**config.mk**
```make
export PLATFORM = sky130hd
export DESIGN_NAME = serial_adder_nbit
export DESIGN_NICKNAME = d
export VERILOG_FILES = /design/src/rtl/serial_adder_nbit.sv
export SDC_FILE = /design/constraint.sdc
export NUM_CORES = 1
export LEC_CHECK = 0
export CAP_MARGIN = 20
export CORE_MARGIN = 1
export CORE_UTILIZATION = 35
export DETAILED_ROUTE_END_ITERATION = 6
export MAX_ROUTING_LAYER = met4
export SLEW_MARGIN = 20
export SYNTH_ARGS = -nofsm -noshare
export SYNTH_HDL_FRONTEND = slang
export SYNTH_SLANG_ARGS = --single-unit
```
**constraint.sdc**
```tcl
create_clock -name clk -period 2 [get_ports clk]
set_input_delay 0.3 -clock clk [delete_from_list [all_inputs] [get_ports clk]]
set_output_delay 0.3 -clock clk [all_outputs]
set_load 0.005 [all_outputs]
```
**src/rtl/serial_adder_nbit.sv**
```systemverilog
// Bit-serial adder/subtractor: one full-adder slice plus a carry flop, LSB first,
// framed by a start/busy/done handshake; result, carry-out and overflow held until next op.
module serial_adder_nbit #(
  parameter int unsigned WIDTH = 8
) (
  input  logic             clk,
  input  logic             rst_n,
  input  logic             start,
  input  logic             sub,
  input  logic             cin,
  input  logic [WIDTH-1:0] a,
  input  logic [WIDTH-1:0] b,
  output logic             busy,
  output logic             done,
  output logic [WIDTH-1:0] sum,
  output logic             cout,
  output logic             ovf
);

  localparam int unsigned CNT_W = $clog2(WIDTH);
  localparam logic [CNT_W-1:0] CNT_LAST = CNT_W'(WIDTH - 1);

  typedef enum logic [1:0] {
    S_IDLE  = 2'd0,
    S_SHIFT = 2'd1,
    S_DONE  = 2'd2
  } state_e;

  state_e           state_q, state_d;
  logic [WIDTH-1:0] sa_q, sa_d;
  logic [WIDTH-1:0] sb_q, sb_d;
  logic [WIDTH-2:0] ps_q, ps_d;
  logic             carry_q, carry_d;
  logic [CNT_W-1:0] cnt_q, cnt_d;
  logic             busy_q, busy_d;
  logic             done_q, done_d;
  logic [WIDTH-1:0] sum_q, sum_d;
  logic             cout_q, cout_d;
  logic             ovf_q, ovf_d;

  logic             bit_s;
  logic             bit_c;
  logic             last_bit;
  logic [WIDTH-1:0] ps_cat;

  // Single full-adder slice on the operand LSBs
  assign bit_s    = sa_q[0] ^ sb_q[0] ^ carry_q;
  assign bit_c    = (sa_q[0] & sb_q[0]) | (sa_q[0] & carry_q) | (sb_q[0] & carry_q);
  assign last_bit = (cnt_q == CNT_LAST);
  // On the final bit this concatenation is the complete result
  assign ps_cat   = {bit_s, ps_q};

  always_ff @(posedge clk or negedge rst_n) begin
    if (!rst_n) begin
      state_q <= S_IDLE;
      sa_q    <= '0;
      sb_q    <= '0;
      ps_q    <= '0;
      carry_q <= 1'b0;
      cnt_q   <= '0;
      busy_q  <= 1'b0;
      done_q  <= 1'b0;
      sum_q   <= '0;
      cout_q  <= 1'b0;
      ovf_q   <= 1'b0;
    end else begin
      state_q <= state_d;
      sa_q    <= sa_d;
      sb_q    <= sb_d;
      ps_q    <= ps_d;
      carry_q <= carry_d;
      cnt_q   <= cnt_d;
      busy_q  <= busy_d;
      done_q  <= done_d;
      sum_q   <= sum_d;
      cout_q  <= cout_d;
      ovf_q   <= ovf_d;
    end
  end

  always_comb begin
    state_d = state_q;
    case (state_q)
      S_IDLE:  if (start) state_d = S_SHIFT;
      S_SHIFT: if (last_bit) state_d = S_DONE;
      S_DONE:  state_d = S_IDLE;
      default: state_d = S_IDLE;
    endcase
  end

  // Datapath and registered outputs; results land on the edge entering DONE
  always_comb begin
    sa_d    = sa_q;
    sb_d    = sb_q;
    ps_d    = ps_q;
    carry_d = carry_q;
    cnt_d   = cnt_q;
    sum_d   = sum_q;
    cout_d  = cout_q;
    ovf_d   = ovf_q;
    busy_d  = (state_d == S_SHIFT);
    done_d  = (state_d == S_DONE);
    case (state_q)
      S_IDLE: begin
        if (start) begin
          sa_d    = a;
          sb_d    = b ^ {WIDTH{sub}};
          carry_d = sub | cin;
          cnt_d   = '0;
        end
      end
      S_SHIFT: begin
        sa_d    = sa_q >> 1;
        sb_d    = sb_q >> 1;
        carry_d = bit_c;
        ps_d    = ps_cat[WIDTH-1:1];
        if (last_bit) begin
          cnt_d  = '0;
          sum_d  = ps_cat;
          cout_d = bit_c;
          ovf_d  = carry_q ^ bit_c;
        end else begin
          cnt_d = cnt_q + CNT_W'(1);
        end
      end
      default: ;
    endcase
  end

  assign busy = busy_q;
  assign done = done_q;
  assign sum  = sum_q;
  assign cout = cout_q;
  assign ovf  = ovf_q;

endmodule
```
==> metrics.txt <==
die width=73.5 um; asr flop ratio synth=1.00; Syn Area/Cell=12.4 um2; post-synth top area share=0.573; Synth Area in Compound Gates=0.139; # H-tree levels=2; IO Count=33; RSZ-0062 raised after global routing=no; # DRC=0; vias in the first global route=between 1000 and 1500; yosys warns=0; Starting Density=0.372; DR iter-0 viols=43; post-synthesis mux area share=0.101; vias per cell=4.78; CTS tree=done; largest net degree at the start of global routing=23; largest family of logic cells by synthesized area=compound AO/OA/AOI/OAI gates; grt ovf=0; Routed Antenna Nets=0; # Post-CTS Setup Buffers=0; first-pass GRT wire length=5500 um; Synth Area in Adders=0.0252; Max Clk Rate=0.646 GHz; Setup Crit Path Kind=reg2reg; WL/cell=approximately 13 um; fin crit share=0.774; area leader, netlist=dfrtp_1; Post-synth top cells=dfrtp_1, mux2_2, o21ai_0; total of max-cap violations=0; Final Hold Viols=0; Clock Tree Buf Depth=2; required time worst endpoint=2.19 ns; Worst-Margin Slew=0.532 ns; peak supply drop=0.502 mV; Worst-path clk slew=0.07 ns; # clock sinks=41; Syn Inst Count=144; sequential area share after synthesis=0.573; Worst-Skew Late Latency=0.28 ns; Antenna Cells=0; number of flops mapped to enable cells by yosys=0; die height=roughly 74 um; Unique masters post-synth=32; Worst Path Max Fanout=13; Tmin final=1.55 ns; global-route usage over all layers=0.139; top cells by area, synth=dfrtp_1, mux2_2, xnor2_1; TritonRoute pass-1 iters=4; Buffers on Ports=32; post-synthesis simple-gate area fraction=0.0734; Placer Congestion=0.784; Layout Nets=approximately 200; die area=5410 um2; Fin Setup TNS=0 ns; row count=25; CP arrival=1.74 ns; total core area=4820 um2; initial antenna violation count=0; predominant post-synthesis flop cell=dfrtp_1; Util after Layout=0.471; Netlist Area Pre-Place=1790 um2; Final setup viols=0; layout cell share with drive strength beyond 1=0.202; #FFs+latches synth=41; relative slew slack=0.644; CP startpoint kind=register; Hold Path Class=reg2reg; vias=1172; post-DP HPWL=2230 um; Setup Skew=0.00497 ns; Final Slew Violations=0; Layout area overhead=26.6%; most instantiated library cell after synthesis=dfrtp_1; XOR/XNOR share of the synthesized area=0.0440; Root Driver=clkbuf_8; status=complete, no violations; Pleak=between 0.9 and 1 nW; CTS buffer count=5; syn nets=approximately 170; Power Density=1390 nW/um2; final wirelength=3100 um; Crit. End Element=register
## flip-flops by register name, indices dropped and copies added (netlist names)
signal / flops
carry_q: 1
busy: 1
ps_q: 7
done: 1
ovf: 1
sb_q: 8
sa_q: 8
cout: 1
cnt_q: 3
state_q: 2
sum: 8
## per-stage QoR
step,total power (W),setup slack (ns),area [um2],hold WS (ns),std cells
final,0.00316,0.452,2270,0.488,245
after floorplan,0.00224,0.478,1790,0.00441,144
after global placement,0.00261,0.267,2170,0.281,237
after global routing,0.00343,0.266,2270,0.514,245
after CTS,0.00322,0.412,2270,0.492,245
after detailed placement,0.00268,0.194,2170,0.284,237
## final cells by class
type | instances | area [um2]
tap | 67 | 83.8
sequential | 41 | 1030
multi-input combinational | 88 | 684
inverter | 5 | 18.8
clock buffer | 7 | 86.3
timing repair buffer | 37 | 368
fill | 469 | 2550
## where the power goes
part	internal, W	total [W]	switching [W]
clock	0.000274	0.000529	0.000255
combinational	0.000722	0.00121	0.000485
sequential	0.00119	0.00142	0.000233
## critical path, stage by stage, from the launching register on
cell	delay, ns
dfrtp_1	0.47
buf_4	0.22
nor2b_1	0.44
a22oi_1	0.11
o21ai_0	0.20
## worst paths after layout
| kind | from | end | slack, ns | cells past startpoint |
|---|---|---|---|---|
| worst min register to register | sa_q[6] | sa_q[6] | 0.49 | 2 |
| worst max-delay path | state_q[0] | sa_q[5] | 0.45 | 4 |
| worst max register to register | state_q[0] | sa_q[5] | 0.45 | 4 |
| max in group asynchronous | rst_n | sb_q[5] | 1.02 | 3 |
| min in group asynchronous | rst_n | done | 0.50 | 2 |
| worst min-delay path | sa_q[6] | sa_q[6] | 0.49 | 2 |
## layer usage
metal | track usage | wire, um
met2 | 0.230 | 1470
met1 | 0.159 | 1420
met3 | 0.0466 | 163
met4 | 0.0449 | 42
met5 | - | 0
## layout by cell type (no fill, tap or decap), drive strengths merged
cell	count
ha	2
o41ai	1
a31oi	1
nand3	1
and2b	1
clkdlybuf4s50	31
inv	5
nor2	9
fa	1
nand2	11
dlygate4sd3	1
mux2	16
or2	1
nand3b	1
a21oi	2
nor2b	1
a32o	1
xor2	1
buf	5
o21ai	12
dfrtp	41
or3b	1
o21bai	1
xnor2	8
a221o	7
clkbuf	7
a22o	1
a22oi	8
## logic make-up (layout without fill, tap and decap cells)
family	count (synthesis)	in the layout
buffers and inverters	15	49
AO/OA/AOI/OAI	34	34
multiplexers	16	16
adder cells (fa/ha/maj)	3	3
flip-flops	41	41
AND/OR/NAND/NOR	26	26
XOR/XNOR	9	9
## what timing repair did
action / in CTS / in global routing
gates resized for setup: 0 / 0
hold buffers: 1 / 0
endpoints found under the hold margin: 19 / 0
Power figures use the tool's default switching activity.
